$ cat src/rtl/decode_pkg.sv
// Shared decode constants: instruction format codes, RV32I major opcodes,
// and the opcode-to-format classifier used by the decode stage.
package decode_pkg;

   localparam logic [2:0] FMT_R   = 3'd0;
   localparam logic [2:0] FMT_I   = 3'd1;
   localparam logic [2:0] FMT_S   = 3'd2;
   localparam logic [2:0] FMT_B   = 3'd3;
   localparam logic [2:0] FMT_U   = 3'd4;
   localparam logic [2:0] FMT_J   = 3'd5;
   localparam logic [2:0] FMT_UNK = 3'd7;

   localparam logic [6:0] OP_REG    = 7'b0110011;
   localparam logic [6:0] OP_IMM    = 7'b0010011;
   localparam logic [6:0] OP_LOAD   = 7'b0000011;
   localparam logic [6:0] OP_STORE  = 7'b0100011;
   localparam logic [6:0] OP_BRANCH = 7'b1100011;
   localparam logic [6:0] OP_JAL    = 7'b1101111;
   localparam logic [6:0] OP_JALR   = 7'b1100111;
   localparam logic [6:0] OP_LUI    = 7'b0110111;
   localparam logic [6:0] OP_AUIPC  = 7'b0010111;
   localparam logic [6:0] OP_SYSTEM = 7'b1110011;
   localparam logic [6:0] OP_FENCE  = 7'b0001111;

   // Map a major opcode to its immediate/operand format.
   function automatic logic [2:0] fmt_of(input logic [6:0] op);
      case (op)
         OP_REG:                                          return FMT_R;
         OP_IMM, OP_LOAD, OP_JALR, OP_SYSTEM, OP_FENCE:   return FMT_I;
         OP_STORE:                                        return FMT_S;
         OP_BRANCH:                                       return FMT_B;
         OP_LUI, OP_AUIPC:                                return FMT_U;
         OP_JAL:                                          return FMT_J;
         default:                                         return FMT_UNK;
      endcase
   endfunction

endpackage

$ cat src/rtl/imm_gen.sv
// Combinational immediate generator: assembles the format-specific 32-bit
// immediate, then sign-extends it from instruction bit 31 to XLEN.
module imm_gen
   import decode_pkg::*;
#(
   parameter int XLEN = 32
) (
   input  logic [31:0]     instr,
   input  logic [2:0]      fmt,
   output logic [XLEN-1:0] imm
);

   logic [31:0] imm32;

   // Select and assemble the 32-bit immediate for the decoded format.
   always_comb begin
      // NOTE: default assigned first so no path leaves imm32 unassigned (which would infer a latch).
      imm32 = '0;
      case (fmt)
         FMT_I:   imm32 = {{20{instr[31]}}, instr[31:20]};
         FMT_S:   imm32 = {{20{instr[31]}}, instr[31:25], instr[11:7]};
         FMT_B:   imm32 = {{19{instr[31]}}, instr[31], instr[7], instr[30:25], instr[11:8], 1'b0};
         FMT_U:   imm32 = {instr[31:12], 12'b0};
         FMT_J:   imm32 = {{11{instr[31]}}, instr[31], instr[19:12], instr[20], instr[30:21], 1'b0};
         default: imm32 = '0;
      endcase
   end

   // imm32[31] always equals instr[31] for formats carrying an immediate,
   // so a signed widening cast gives the required extension for XLEN=64.
   assign imm = XLEN'($signed(imm32));

endmodule

$ cat src/rtl/decode_stage.sv
// Registered RV32I/RV32E decode stage with valid/ready handshake on both
// sides, flush, and a one-cycle capture-to-output latency.
// Optional: define DEC_ILLEGAL_CHECK_EN to register an illegal-instruction
// flag with each bundle; otherwise out_illegal is tied to 0.
module decode_stage
   import decode_pkg::*;
#(
   parameter int XLEN       = 32,
   parameter int PC_W       = 32,
   parameter int REG_ADDR_W = 5
) (
   input  logic                  clk,
   input  logic                  rst,
   input  logic                  in_valid,
   output logic                  in_ready,
   input  logic [31:0]           in_instr,
   input  logic [PC_W-1:0]       in_pc,
   input  logic                  flush,
   output logic                  out_valid,
   input  logic                  out_ready,
   output logic [PC_W-1:0]       out_pc,
   output logic [REG_ADDR_W-1:0] rs1,
   output logic [REG_ADDR_W-1:0] rs2,
   output logic [REG_ADDR_W-1:0] rd,
   output logic [2:0]            f3,
   output logic [6:0]            f7,
   output logic [6:0]            opcode,
   output logic [2:0]            fmt,
   output logic [XLEN-1:0]       imm,
   output logic                  out_illegal
);

   logic                  capture;
   logic [2:0]            fmt_dec;
   logic [XLEN-1:0]       imm_dec;

   logic                  valid_d,  valid_q;
   logic [PC_W-1:0]       pc_d,     pc_q;
   logic [REG_ADDR_W-1:0] rs1_d,    rs1_q;
   logic [REG_ADDR_W-1:0] rs2_d,    rs2_q;
   logic [REG_ADDR_W-1:0] rd_d,     rd_q;
   logic [2:0]            f3_d,     f3_q;
   logic [6:0]            f7_d,     f7_q;
   logic [6:0]            opcode_d, opcode_q;
   logic [2:0]            fmt_d,    fmt_q;
   logic [XLEN-1:0]       imm_d,    imm_q;

   // Ready depends only on flush and the output side, never on in_valid.
   assign in_ready = !flush && (!valid_q || out_ready);
   assign capture  = in_valid && in_ready;

   assign fmt_dec = fmt_of(in_instr[6:0]);

   imm_gen #(.XLEN(XLEN)) u_imm_gen (
      .instr (in_instr),
      .fmt   (fmt_dec),
      .imm   (imm_dec)
   );

   // Next-state: flush beats capture, capture beats hold; drain clears valid only.
   always_comb begin
      valid_d  = valid_q && !out_ready;
      pc_d     = pc_q;
      rs1_d    = rs1_q;
      rs2_d    = rs2_q;
      rd_d     = rd_q;
      f3_d     = f3_q;
      f7_d     = f7_q;
      opcode_d = opcode_q;
      fmt_d    = fmt_q;
      imm_d    = imm_q;
      if (flush) begin
         valid_d = 1'b0;
      end else if (capture) begin
         valid_d  = 1'b1;
         pc_d     = in_pc;
         rs1_d    = in_instr[15 +: REG_ADDR_W];
         rs2_d    = in_instr[20 +: REG_ADDR_W];
         rd_d     = in_instr[7 +: REG_ADDR_W];
         f3_d     = in_instr[14:12];
         f7_d     = in_instr[31:25];
         opcode_d = in_instr[6:0];
         fmt_d    = fmt_dec;
         imm_d    = imm_dec;
      end
   end

   // Pipeline register; reset clears valid and every field (fmt resets to FMT_R).
   always_ff @(posedge clk or posedge rst) begin
      if (rst) begin
         // NOTE: non-blocking assignments so every flop samples pre-edge values.
         valid_q  <= 1'b0;
         pc_q     <= '0;
         rs1_q    <= '0;
         rs2_q    <= '0;
         rd_q     <= '0;
         f3_q     <= '0;
         f7_q     <= '0;
         opcode_q <= '0;
         fmt_q    <= FMT_R;
         imm_q    <= '0;
      end else begin
         valid_q  <= valid_d;
         pc_q     <= pc_d;
         rs1_q    <= rs1_d;
         rs2_q    <= rs2_d;
         rd_q     <= rd_d;
         f3_q     <= f3_d;
         f7_q     <= f7_d;
         opcode_q <= opcode_d;
         fmt_q    <= fmt_d;
         imm_q    <= imm_d;
      end
   end

`ifdef DEC_ILLEGAL_CHECK_EN
   logic illegal_dec;
   logic illegal_d, illegal_q;

   // Classify the incoming word; RV32E rejects bit 4 of any register field the format uses.
   always_comb begin
      logic rd_used, rs1_used, rs2_used;
      rd_used  = (fmt_dec == FMT_R) || (fmt_dec == FMT_I) || (fmt_dec == FMT_U) || (fmt_dec == FMT_J);
      rs1_used = (fmt_dec == FMT_R) || (fmt_dec == FMT_I) || (fmt_dec == FMT_S) || (fmt_dec == FMT_B);
      rs2_used = (fmt_dec == FMT_R) || (fmt_dec == FMT_S) || (fmt_dec == FMT_B);
      illegal_dec = (fmt_dec == FMT_UNK) || (in_instr[1:0] != 2'b11);
      if ((fmt_dec == FMT_R) && (in_instr[31:25] != 7'b0000000) && (in_instr[31:25] != 7'b0100000))
         illegal_dec = 1'b1;
      if ((REG_ADDR_W == 4) &&
          ((rd_used && in_instr[11]) || (rs1_used && in_instr[19]) || (rs2_used && in_instr[24])))
         illegal_dec = 1'b1;
   end

   // The flag travels with the bundle: loaded only on capture.
   always_comb begin
      illegal_d = illegal_q;
      if (!flush && capture) illegal_d = illegal_dec;
   end

   // Illegal flag register.
   always_ff @(posedge clk or posedge rst) begin
      if (rst) illegal_q <= 1'b0;
      else     illegal_q <= illegal_d;
   end

   assign out_illegal = illegal_q;
`else
   assign out_illegal = 1'b0;
`endif

   assign out_valid = valid_q;
   assign out_pc    = pc_q;
   assign rs1       = rs1_q;
   assign rs2       = rs2_q;
   assign rd        = rd_q;
   assign f3        = f3_q;
   assign f7        = f7_q;
   assign opcode    = opcode_q;
   assign fmt       = fmt_q;
   assign imm       = imm_q;

endmodule

$ cat config.mk
export PLATFORM = sky130hd
export DESIGN_NAME = decode_stage
export DESIGN_NICKNAME = d
export VERILOG_FILES = /design/src/rtl/decode_pkg.sv /design/src/rtl/imm_gen.sv /design/src/rtl/decode_stage.sv
export SDC_FILE = /design/constraint.sdc
export NUM_CORES = 1
export LEC_CHECK = 0
export BUFFER_PORTS_ARGS = -buffer_cell sky130_fd_sc_hd__buf_4
export CAP_MARGIN = 30
export CORE_ASPECT_RATIO = 0.5
export CORE_MARGIN = 5
export CORE_UTILIZATION = 48
export DETAILED_ROUTE_END_ITERATION = 7
export PLACE_DENSITY = 0.8
export SKIP_LAST_GASP = 1
export SLEW_MARGIN = 20
export SYNTH_ARGS = -nofsm -noshare
export SYNTH_HDL_FRONTEND = slang
export SYNTH_SLANG_ARGS = --single-unit
$ cat constraint.sdc
create_clock -name clk -period 3.5 [get_ports clk]
set_clock_uncertainty 0.2 [all_clocks]
set_input_delay 0.175 -clock clk [delete_from_list [all_inputs] [get_ports clk]]
set_output_delay 0.175 -clock clk [all_outputs]
set_load 0.05 [all_outputs]
==> summary.txt, run 1 <==
Status = completed
Setup crit end kind = flop
Clock tree from TritonCTS = yes
Maximum level of the CTS H-tree = 3
Tot Pwr = 3.33 mW
Proportion of register bits with asynchronous set or reset after synthesis = 100%
Detail Route Antenna Nets = 0
Clock buffers created by TritonCTS = 9
Worst setup path endpoint = imm[10]
Crit Reg-Reg Startpoint = out_valid
Area of combinational cells with multiple inputs = 1550 um^2
Max-cap violations = 0
Site Rows = 24
IR Drop Worst-Case VDD = 279 uV
Met1 demand-to-capacity share in global routing = 28.9%
Total die area = 10700 um^2
Met3 usage = 5.27%
Final #Nets = 720
Routability Congestion = 0.884
Die boundary height = 75.8 um
Number of warnings printed during yosys synthesis = 0
Std-Cell Core Area = 8590 um^2
Number of antenna diodes = 0
Endpoints failing hold = 0
Transition time at the pin with the least slew margin = 771 ps
Required time at the worst-slack endpoint = 3580 ps
Total power density per cell area = 510 nW/um^2
Shortest period the worst path allows = 3170 ps
Via count = 3954
Inst Count DP = 690
Clock sink count = 100
Worst slack at placement = 152 ps
Count of TritonRoute iterations in the first routing pass = 4
# fillers = 567
Number of distinct standard cells referenced by the synthesized netlist = 45
Clock Pin Slew Worst Setup and Hold Paths = 60 ps
Arrival @ worst endpoint = 3250 ps
Post-Layout Cell Count = 772
Final TNS setup = 0 ps
Number of I/O port buffers = 169
Netlist Area Pre-Place = 4160 um^2
Floorplan die width = 142 um
Startpoint type of the worst setup path = primary input
RSZ-0062 raised after global routing = false
Seq. cell area = 2500 um^2
RR Endpoint = imm[20]
Number of setup violations in the final report = 0
Class of the most critical hold timing path = primary input to flop
Worst-skew pair later-pin latency = 340 ps
Global-route layer with the greatest usage = met2
Global-route track usage on met2 = 42.4%
Worst Path Class, Setup = primary input to flop
Area growth syn-to-layout = 56.8%
Post-synth top flop = sky130_fd_sc_hd__dfrtp_1
Gr usage total = 23.8%
Worst Setup SP = in_instr[2]
Detailed placer's ending HPWL = 8380 um
Routed wirelength normalized by instance count = 16.8 um
Sequential-to-total area share from yosys stat = 60.2%
Maximum number of pins on one net before global-route repair = 71
Commonest non-fill, non-tap cells in the layout = 192 x sky130_fd_sc_hd__nand2_1, 175 x sky130_fd_sc_hd__buf_4, 100 x sky130_fd_sc_hd__dfrtp_1, 66 x sky130_fd_sc_hd__dlygate4sd3_1, 14 x sky130_fd_sc_hd__a221o_1
Total nets after synthesis = 491
Avg Synthesized Cell Area = 9.88 um^2
Highest net fanout along the worst path = 7
Final worst-path cycle share = 90.7%
Headroom to the max-slew limit = 48.6%
Reported leakage power = 3.41 nW
Most common cell after layout, fill and taps aside = sky130_fd_sc_hd__nand2_1
Wire length after detailed routing = 13000 um
Pins over their slew limit = 0
Vias in the first global route = 3937
Setup ws final = 326 ps
Number of DRC markers after the initial detailed-route iteration = 200
Antenna violations before repair = 0
Global-route wire length before repair = 20100 um
Via density = 5.12
Seq cells post-synth = 100
Worst r2r path cells = 6
Maximum clock frequency = 315 MHz
Post-synthesis cell count = 421
Share of layout cells above drive strength 1 = 32.5%
Clock root buffer master = sky130_fd_sc_hd__clkbuf_16
Residual DRC count = 0
Starting Density = 48.4%
Minimum setup slack among reg-to-reg paths = 1160 ps
Clock buffer depth = 2
I/O Pins = 171
Total congestion overflow = 0
Number of synthesized flops with an enable pin = 0
## stage by stage
| stage | cell area (um^2) | utilization [%] | hold WS (ps) |
|---|---|---|---|
| after CTS | 6510 | 75.8 | 27.3 |
| final | 6520 | 75.9 | 46.3 |
| after global placement | 5530 | 64.4 | 164 |
| after floorplan | 4160 | - | 41.4 |
| after detailed placement | 5530 | 64.4 | 170 |
| after global routing | 6520 | 75.9 | 42.3 |
## cell usage after synthesis, drive strengths merged (3+ instances only)
cell    count  area (um^2)
nor3        3         20.0
nand3       3         15.0
a21o        3         22.5
a221o      23          241
inv         7         26.3
nand2     193          724
buf         9         48.8
nor2b       7         43.8
a211oi      4         60.1
a22o        6         52.6
dfrtp     100         2500
nor2       10         40.0
o21ai       5         25.0
clkbuf     14         52.6
a31oi       4         25.0
a21oi       4         20.0
## how the worst min path moves through the flow
stage	startpoint	end	slack (ps)	cells after the start
floorplan	flush	out_valid	40	1
global placement	in_pc[2]	out_pc[2]	160	3
detailed placement	rst	out_pc[25]	170	2
CTS	in_instr[31]	imm[11]	30	4
global route	in_instr[31]	imm[11]	40	4
finish	in_instr[31]	imm[11]	50	4
## sequential cells by signal, summed over array words and instances (netlist names), 3 cells and up
signal  flops
rs1         5
out_pc     32
rs2         5
opcode      7
fmt         3
imm        32
f7          7
rd          5
f3          3
## cells by family after synthesis
logic type      synth area share [%]
simple gates                    23.6
flops                           60.2
compound gates                  12.6
buf+inv                         3.07
xor+xnor                       0.211
fa+ha+maj                      0.301
other cells                   0.0902
## where the power goes
part	internal (mW)	total [mW]	switching, mW	leakage (nW)
logic	0.303	0.949	0.646	1.98
registers	1.27	1.33	0.0654	1.28
clock network	0.626	1.04	0.417	0.149
total	2.20	3.33	1.13	3.41
## layout make-up
type | count | area share [%]
Sequential cell | 100 | 38.4
Timing Repair Buffer | 241 | 30.3
Tap cell | 117 | 2.25
Multi-Input combinational cell | 291 | 23.8
Clock inverter | 6 | 1.36
Inverter | 7 | 0.441
Clock buffer | 10 | 3.51
## metal layers
metal	vias up	wire [um]
met5	-	0
met4	0	365
met3	40	739
met2	154	6610
met1	1901	5260
li1	1859	-
## worst max-delay path: stages
cell	delay, ps
sky130_fd_sc_hd__dlygate4sd3_1	540
sky130_fd_sc_hd__buf_4	160
sky130_fd_sc_hd__and4bb_2	300
sky130_fd_sc_hd__and2_1	200
sky130_fd_sc_hd__inv_1	80
sky130_fd_sc_hd__ha_1	250
sky130_fd_sc_hd__nor3b_1	420
sky130_fd_sc_hd__and3_1	240
sky130_fd_sc_hd__nand2_1	110
sky130_fd_sc_hd__a21oi_1	550
sky130_fd_sc_hd__a22o_1	230
## what timing repair did
action                                 4_1_cts  5_1_grt
endpoints found under the hold margin      155        0
gates resized for setup                      0        1
setup endpoints to repair                    0       11
setup buffers                                0        0
hold buffers                                66        0
(Power assumes the default switching activity.)
==> run 2, diff against run 1 <==
Settings changed: ABC_AREA set to 1, CAP_MARGIN 30 to 20, CORE_UTILIZATION 48 to 49, SKIP_CTS_REPAIR_TIMING set to 1.
==> run 2 against run 1 <==
The flow now finishes with violations (hold timing). Synthesized cell count up 28%. Power down 1.9%. Largest power group unchanged. Count of clock-buffer cells in the layout unchanged. Register-to-register slack worse by 110 ps. Cell count up 14%. Highest routed layer unchanged. Setup slack better by 240 ps. Wire length up 2.4%. Flip-flop and latch count unchanged. Design area up 2.3%. Largest cell class unchanged. Area after synthesis up 5.9%.
==> summary.txt, run 2 <==
Post-route worst hold slack = -30.0 ps (was 46.3 ps)
Wire length after detailed routing = 13300 um (was 13000 um)
Synth Area in Simple Gates = 31.5% (was 23.6%)
Fraction of synthesized cell area taken by the top area cell type = 56.8% (was 60.2%)
IR Drop Worst-Case VDD = 355 uV (was 279 uV)
Total power density per cell area = 489 nW/um^2 (was 510 nW/um^2)
Number of I/O port buffers = 169 (unchanged)
Mux cell area share after synthesis = 0% (unchanged)
Startpoint type of the worst setup path = primary input (unchanged)
Endpoints failing hold = 2 (was 0)
Met2 routed wirelength = 6660 um (was 6610 um)
Cell with the largest stage delay on the worst path = sky130_fd_sc_hd__dlygate4sd3_1 (was sky130_fd_sc_hd__a21oi_1)
Routability Congestion = 0.798 (was 0.884)
Transition time at the pin with the least slew margin = 1060 ps (was 771 ps)
Clock tree from TritonCTS = yes (unchanged)
Share of layout cells above drive strength 1 = 28.2% (was 32.5%)
Maximum number of pins on one net before global-route repair = 122 (was 71)
Most common cell after layout, fill and taps aside = sky130_fd_sc_hd__nand2_1 (unchanged)
Clock root buffer master = sky130_fd_sc_hd__clkbuf_16 (unchanged)
Worst Path Class, Setup = primary input to flop (unchanged)
Buffers and inverters on the worst path = 4 (was 3)
Headroom to the max-slew limit = 29.0% (was 48.6%)
Arrival @ worst endpoint = 3010 ps (was 3250 ps)
Violated checks = hold timing
Top area cells in the synthesized netlist = sky130_fd_sc_hd__dfrtp_1 57%, sky130_fd_sc_hd__nand2_1 22%, sky130_fd_sc_hd__o21ai_0 3.2%, sky130_fd_sc_hd__nand3_1 3.0%, sky130_fd_sc_hd__nand4_1 2.0% (was sky130_fd_sc_hd__dfrtp_1 60%, sky130_fd_sc_hd__nand2_1 17%, sky130_fd_sc_hd__a221o_1 3.4%, sky130_fd_sc_hd__a221o_2 2.4%, sky130_fd_sc_hd__clkbuf_1 1.3%)
Number of DRC markers after the initial detailed-route iteration = 347 (was 200)
Avg Synthesized Cell Area = 8.17 um^2 (was 9.88 um^2)
Routed wirelength normalized by instance count = 15.0 um (was 16.8 um)
Antenna violations before repair = 0 (unchanged)
Crit-path max cell delay = 540 ps (was 550 ps)
Required time at the worst-slack endpoint = 3570 ps (was 3580 ps)
Detailed placer's ending HPWL = 8270 um (was 8380 um)
Top layer used by detailed routing = met4 (unchanged)
Synth Area in Adders = 0.284% (was 0.301%)
Post-synthesis cell count = 539 (was 421)
Clock sink count = 100 (unchanged)
Number of antenna diodes = 0 (unchanged)
Seq cells post-synth = 100 (unchanged)
Die boundary height = 77.0 um (was 75.8 um)
Maximum level of the CTS H-tree = 3 (unchanged)
Total congestion overflow = 0 (unchanged)
Post-Layout Cell Count = 883 (was 772)
Total die area = 11100 um^2 (was 10700 um^2)
Detail Route Antenna Nets = 0 (unchanged)
Area growth syn-to-layout = 51.4% (was 56.8%)
Max-cap violations = 0 (unchanged)
Residual DRC count = 0 (unchanged)
Final worst-path cycle share = 83.9% (was 90.7%)
Total nets after synthesis = 609 (was 491)
Via density = 4.96 (was 5.12)
Hold Crit Depth = 3 (was 4)
Commonest cells post-synth = 263 x sky130_fd_sc_hd__nand2_1, 100 x sky130_fd_sc_hd__dfrtp_1, 28 x sky130_fd_sc_hd__o21ai_0 (was 193 x sky130_fd_sc_hd__nand2_1, 100 x sky130_fd_sc_hd__dfrtp_1, 14 x sky130_fd_sc_hd__a221o_1, 14 x sky130_fd_sc_hd__clkbuf_1)
Clock buffers created by TritonCTS = 9 (unchanged)
Number of distinct standard cells referenced by the synthesized netlist = 27 (was 45)
Count of TritonRoute iterations in the first routing pass = 5 (was 4)
Inst Count DP = 802 (was 690)
Post-synth top flop = sky130_fd_sc_hd__dfrtp_1 (unchanged)
Proportion of register bits with asynchronous set or reset after synthesis = 100% (unchanged)
Most common cell in the netlist = sky130_fd_sc_hd__nand2_1 (unchanged)
Worst-skew pair later-pin latency = 330 ps (was 340 ps)
Status = finished, violations left (was completed)
Number of setup violations in the final report = 0 (unchanged)
Starting Density = 50.4% (was 48.4%)
Final TNS setup = 0 ps (unchanged)
Worst r2r path cells = 6 (unchanged)
Cell mode on critical path = sky130_fd_sc_hd__nand2_1
Setup crit end kind = flop (unchanged)
Post-synthesis compound-gate area fraction = 5.80% (was 12.6%)
Netlist Area Pre-Place = 4400 um^2 (was 4160 um^2)
I/O Pins = 171 (unchanged)
Worst-path cell chain = dlygate4sd3_1 -> buf_4 -> inv_2 -> nand2_1 -> nor2_1 -> nand2_1 -> nand2_2 -> inv_2 -> ha_1 -> o21ai_2 -> nor2_2 -> nor2_8 -> nand4_1 -> nand3_1 -> nand2_1 -> nand2_1 (was dlygate4sd3_1 -> buf_4 -> and4bb_2 -> and2_1 -> inv_1 -> ha_1 -> nor3b_1 -> and3_1 -> nand2_1 -> a21oi_1 -> a22o_1)
Final #Nets = 831 (was 720)
Reported leakage power = 3.69 nW (was 3.41 nW)
Number of synthesized flops with an enable pin = 0 (unchanged)
Class of the most critical hold timing path = primary input to flop (unchanged)
Global-route wire length before repair = 19100 um (was 20100 um)
Family with the most delay on the worst path = simple AND/OR/NAND/NOR gates (unchanged)
Std-Cell Core Area = 8740 um^2 (was 8590 um^2)
Wire length on met3 = 1080 um (was 739 um)
Maximum clock frequency = 340 MHz (was 315 MHz)
Clock buffer depth = 2 (unchanged)
Largest area contributor in the netlist = sky130_fd_sc_hd__dfrtp_1 (unchanged)
Logic depth of the worst path, buffers included = 16 (was 11)
Shortest period the worst path allows = 2940 ps (was 3170 ps)
Gr usage total = 21.3% (was 23.8%)
Commonest non-fill, non-tap cells in the layout = 262 x sky130_fd_sc_hd__nand2_1, 171 x sky130_fd_sc_hd__buf_4, 100 x sky130_fd_sc_hd__dfrtp_1, 65 x sky130_fd_sc_hd__dlygate4sd3_1, 28 x sky130_fd_sc_hd__o21ai_0 (was 192 x sky130_fd_sc_hd__nand2_1, 175 x sky130_fd_sc_hd__buf_4, 100 x sky130_fd_sc_hd__dfrtp_1, 66 x sky130_fd_sc_hd__dlygate4sd3_1, 14 x sky130_fd_sc_hd__a221o_1)
Main combinational cell family by area after synthesis = simple AND/OR/NAND/NOR gates (unchanged)
Pins over their slew limit = 0 (unchanged)
Site Rows = 24 (unchanged)
Number of warnings printed during yosys synthesis = 0 (unchanged)
Clock Pin Slew Worst Setup and Hold Paths = 70 ps (was 60 ps)
Floorplan die width = 144 um (was 142 um)
RSZ-0062 raised after global routing = false (unchanged)
Vias in the first global route = 3958 (was 3937)
Highest net fanout along the worst path = 16 (was 7)
Length of routed wiring on met1 = 5310 um (was 5260 um)
Sequential-to-total area share from yosys stat = 56.8% (was 60.2%)
Xor/xnor share of the synthesized area = 0% (was 0.211%)
Via count = 4379 (was 3954)
==> run 2: path summary, 6_finish.rpt <==
path / from / end / slack [ps]
max: in_instr[3] / imm[26] / 560
min: in_instr[4] / opcode[4] / -30
max reg2reg: out_valid / fmt[2] / 1050
min reg2reg: out_pc[21] / out_pc[21] / 290
max in group asynchronous: rst / out_pc[2] / 2060
min in group asynchronous: rst / out_pc[21] / 310
==> run 2: report_power, final <==
| group | switching, mW | internal [mW] |
|---|---|---|
| Sequential | 0.0705 | 1.27 |
| Combinational | 0.664 | 0.310 |
| Clock | 0.440 | 0.508 |
| Total | 1.17 | 2.09 |
==> run 2: cells by family (layout without fill, tap and decap cells) <==
family | count (synthesis) | in the layout
fa+ha+maj | 1 | 1
other cells | 1 | 1
flops | 100 | 100
simple gates | 331 | 331
buf+inv | 58 | 285
compound gates | 48 | 48
==> run 2: metal layers <==
metal	track usage [%]	up-vias
met5	0	-
met4	6.95	0
met3	6.40	20
met2	33.4	159
met1	28.2	2074
li1	-	2126
==> run 2: per-stage QoR <==
stage | worst slack (ps) | area, um^2 | hold slack (ps) | power (mW) | utilization [%]
6_report | 562 | 6670 | -30.0 | 3.26 | 76.3
5_1_grt | 345 | 6670 | 1.92 | 3.40 | 76.3
4_1_cts | 1090 | 6010 | -211 | 3.21 | 68.8
3_5_place_dp | 869 | 5730 | 148 | 2.26 | 65.6
3_3_place_gp | 888 | 5730 | 140 | 2.25 | 65.6
2_1_floorplan | 506 | 4400 | 41.4 | 1.94 | -
==> run 2: worst min-delay path, stage by stage <==
cell	delay, ps
sky130_fd_sc_hd__buf_4	130
sky130_fd_sc_hd__inv_2	80
sky130_fd_sc_hd__o21ai_0	80
==> run 2: final cells by class <==
class                      count  area, um^2
multi-input combinational    381        1670
tap                          117         146
inverter                      32         125
timing repair buffer         237        1950
clock inverter                 6        45.0
clock buffer                  10         239
fill                         613        2070
sequential                   100        2500
==> run 3, diff against run 2 <==
Settings changed: ABC_AREA 1 to 0, CORE_UTILIZATION 49 to 43, PLACE_DENSITY 0.8 to 0.76.
Clock period 3.5 ns to 2.4 ns, I/O delays scaled along.
==> run 3 against run 2 <==
The run still ends with hold timing left. First-iteration DRC count decreased by 27%. Die area increased by 6.8%. Flip-flop and latch count unchanged. Power increased by 50%. Combinational power increased by 44%. Cell count decreased by 8.8%. Clock power increased by 64%. Wire length decreased by 3.0%. Via count decreased by 9.5%. Critical path type unchanged. Largest cell class unchanged. Largest power group unchanged.
==> summary.txt, run 3 (same netlist as run 1, synthesis figures left out) <==
Status = finished, violations left (unchanged)
Violated checks = hold timing (unchanged)
Crit-path max cell delay = 490 ps (was 540 ps)
Starting Density = 44.0% (was 50.4%)
Maximum level of the CTS H-tree = 3 (unchanged)
Max-cap violations = 0 (unchanged)
Number of setup violations in the final report = 0 (unchanged)
Arrival @ worst endpoint = 2210 ps (was 3010 ps)
Vias in the first global route = 3527 (was 3958)
Pins over their slew limit = 0 (unchanged)
Antenna violations before repair = 0 (unchanged)
Highest net fanout along the worst path = 9 (was 16)
Worst Hold End = opcode[6] (was opcode[4])
Required time at the worst-slack endpoint = 2410 ps (was 3570 ps)
Headroom to the max-slew limit = 60.8% (was 29.0%)
Maximum clock frequency = 454 MHz
Number of DRC markers after the initial detailed-route iteration = 254 (was 347)
Reported leakage power = 3.51 nW (was 3.69 nW)
I/O Pins = 171 (unchanged)
Site Rows = 25 (was 24)
Global-route wire length before repair = 18900 um (was 19100 um)
Final TNS setup = 0 ps (unchanged)
Maximum number of pins on one net before global-route repair = 71 (was 122)
Area of combinational cells with multiple inputs = 1580 um^2 (was 1670 um^2)
Std-Cell Core Area = 9450 um^2 (was 8740 um^2)
# fillers = 687 (was 613)
Clock Pin Slew Worst Setup and Hold Paths = 70 ps (about the same)
Clock buffer depth = 2 (unchanged)
Instance area at placement = 5750 um^2 (was 5730 um^2)
Routed wirelength normalized by instance count = 16.0 um (was 15.0 um)
Worst-skew pair later-pin latency = 330 ps (about the same)
Count of TritonRoute iterations in the first routing pass = 5 (unchanged)
Most common cell after layout, fill and taps aside = sky130_fd_sc_hd__nand2_1 (unchanged)
Crit Reg-Reg Startpoint = out_valid (unchanged)
RSZ-0062 raised after global routing = false (unchanged)
Clock tree from TritonCTS = yes (unchanged)
IR Drop Worst-Case VDD = 376 uV (was 355 uV)
Number of I/O port buffers = 169 (unchanged)
Area growth syn-to-layout = 61.8% (was 51.4%)
Die boundary height = 79.5 um (was 77.0 um)
Total power density per cell area = 728 nW/um^2 (was 489 nW/um^2)
Number of antenna diodes = 0 (unchanged)
Total non-filler cell area in the finished layout = 6730 um^2 (was 6670 um^2)
Minimum setup slack among reg-to-reg paths = 320 ps (was 1050 ps)
Via count = 3963 (was 4379)
Clock sink count = 100 (unchanged)
Setup crit end kind = flop (unchanged)
Seq. cell area = 2500 um^2 (unchanged)
Gr usage total = 20.1% (was 21.3%)
Final worst-path cycle share = 91.9%
Total congestion overflow = 0 (unchanged)
Class of the most critical hold timing path = primary input to flop (unchanged)
Worst Path Class, Setup = primary input to flop (unchanged)
Floorplan die width = 149 um (was 144 um)
Hold Crit Depth = 4 (was 3)
Worst r2r path cells = 5 (was 6)
Commonest non-fill, non-tap cells in the layout = 192 x sky130_fd_sc_hd__nand2_1, 189 x sky130_fd_sc_hd__buf_4, 100 x sky130_fd_sc_hd__dfrtp_1, 64 x sky130_fd_sc_hd__dlygate4sd3_1, 14 x sky130_fd_sc_hd__a221o_1 (was 262 x sky130_fd_sc_hd__nand2_1, 171 x sky130_fd_sc_hd__buf_4, 100 x sky130_fd_sc_hd__dfrtp_1, 65 x sky130_fd_sc_hd__dlygate4sd3_1, 28 x sky130_fd_sc_hd__o21ai_0)
Startpoint type of the worst setup path = primary input (unchanged)
Worst-path cell chain = buf_4 -> or3b_4 -> a21oi_2 -> inv_2 -> ha_4 -> o31ai_4 -> nor2_2 -> a221o_1 (was dlygate4sd3_1 -> buf_4 -> inv_2 -> nand2_1 -> nor2_1 -> nand2_1 -> nand2_2 -> inv_2 -> ha_1 -> o21ai_2 -> nor2_2 -> nor2_8 -> nand4_1 -> nand3_1 -> nand2_1 -> nand2_1)
Inst Count DP = 725 (was 802)
Transition time at the pin with the least slew margin = 588 ps (was 1060 ps)
Via density = 4.92 (was 4.96)
RR Endpoint = imm[21] (was fmt[2])
Share of layout cells above drive strength 1 = 35.1% (was 28.2%)
Total die area = 11900 um^2 (was 11100 um^2)
Cell with the largest stage delay on the worst path = sky130_fd_sc_hd__o31ai_4 (was sky130_fd_sc_hd__dlygate4sd3_1)
Routability Congestion = 0.867 (was 0.798)
Detailed placer's ending HPWL = 8700 um (was 8270 um)
Detail Route Antenna Nets = 0 (unchanged)
Clock root buffer master = sky130_fd_sc_hd__clkbuf_16 (unchanged)
Final #Nets = 735 (was 831)
Residual DRC count = 0 (unchanged)
Core Util, Final = 71.2% (was 76.3%)
Endpoints failing hold = 1 (was 2)
Clock buffers created by TritonCTS = 9 (unchanged)
Post-route worst hold slack = -12.6 ps (was -30.0 ps)
Shortest period the worst path allows = 2200 ps
Wire length after detailed routing = 12900 um (was 13300 um)
Post-Layout Cell Count = 805 (was 883)
Launch instance of the worst min-delay path = in_instr[6] (was in_instr[4])
## run 3: cell types whose count changed in the layout (fill, tap and decap cells not counted), moves of 9 or more
cell / change
sky130_fd_sc_hd__nand4_1: -13
sky130_fd_sc_hd__o21ai_1: -14
sky130_fd_sc_hd__a221o_1: +14
sky130_fd_sc_hd__o21ai_0: -23
sky130_fd_sc_hd__nand3_1: -23
sky130_fd_sc_hd__nand2_1: -70
sky130_fd_sc_hd__a221o_2: +9
sky130_fd_sc_hd__inv_1: -17
sky130_fd_sc_hd__buf_4: +18
## run 3: per-stage QoR
stage | total power [mW] | setup WS (ps)
after floorplan | 2.79 | 20.3
after global placement | 3.27 | -196
after detailed placement | 3.29 | -262
after CTS | 4.86 | 67.0
after global routing | 5.11 | 27.5
final | 4.90 | 195
## run 3: power breakdown
part	internal [mW]	total (mW)	switching (mW)
Clock	0.946	1.56	0.615
Sequential	1.85	1.94	0.0912
Combinational	0.460	1.40	0.940
Total	3.26	4.90	1.65
## run 3: area by class of cell
type,count,area share (%)
Clock buffer,11,3.61
Clock inverter,5,1.26
Inverter,7,0.446
Multi-Input combinational cell,291,23.5
Sequential cell,100,37.2
Tap cell,135,2.51
Timing Repair Buffer,256,31.5
## run 3: metal layers
| layer | up-vias | global-route usage [%] | part of all wire [%] |
|---|---|---|---|
| met4 | 0 | 5.30 | 1.5 |
| met1 | 1908 | 27.4 | 42 |
| li1 | 1891 | - | - |
| met5 | - | 0 | 0 |
| met2 | 148 | 33.1 | 50 |
| met3 | 16 | 4.25 | 6.0 |
## run 3: worst max-delay path, delay by kind of cell
| kind | cells | cell delay, ps |
|---|---|---|
| and+or+nand+nor | 2 | 610 |
| buffers and inverters | 2 | 190 |
| AOI/OAI and AO/OA | 3 | 1040 |
| adders and majority gates | 1 | 240 |
## run 3: how the worst max path moves through the flow
stage / startpoint / slack, ps / end / depth (start not counted)
6_report: in_instr[3] / 200 / imm[16] / 8
5_1_grt: in_instr[3] / 30 / imm[5] / 10
4_1_cts: in_instr[3] / 70 / imm[21] / 10
3_5_place_dp: in_instr[3] / -260 / imm[29] / 10
3_3_place_gp: in_instr[3] / -200 / imm[24] / 10
2_1_floorplan: in_instr[3] / 20 / imm[20] / 9
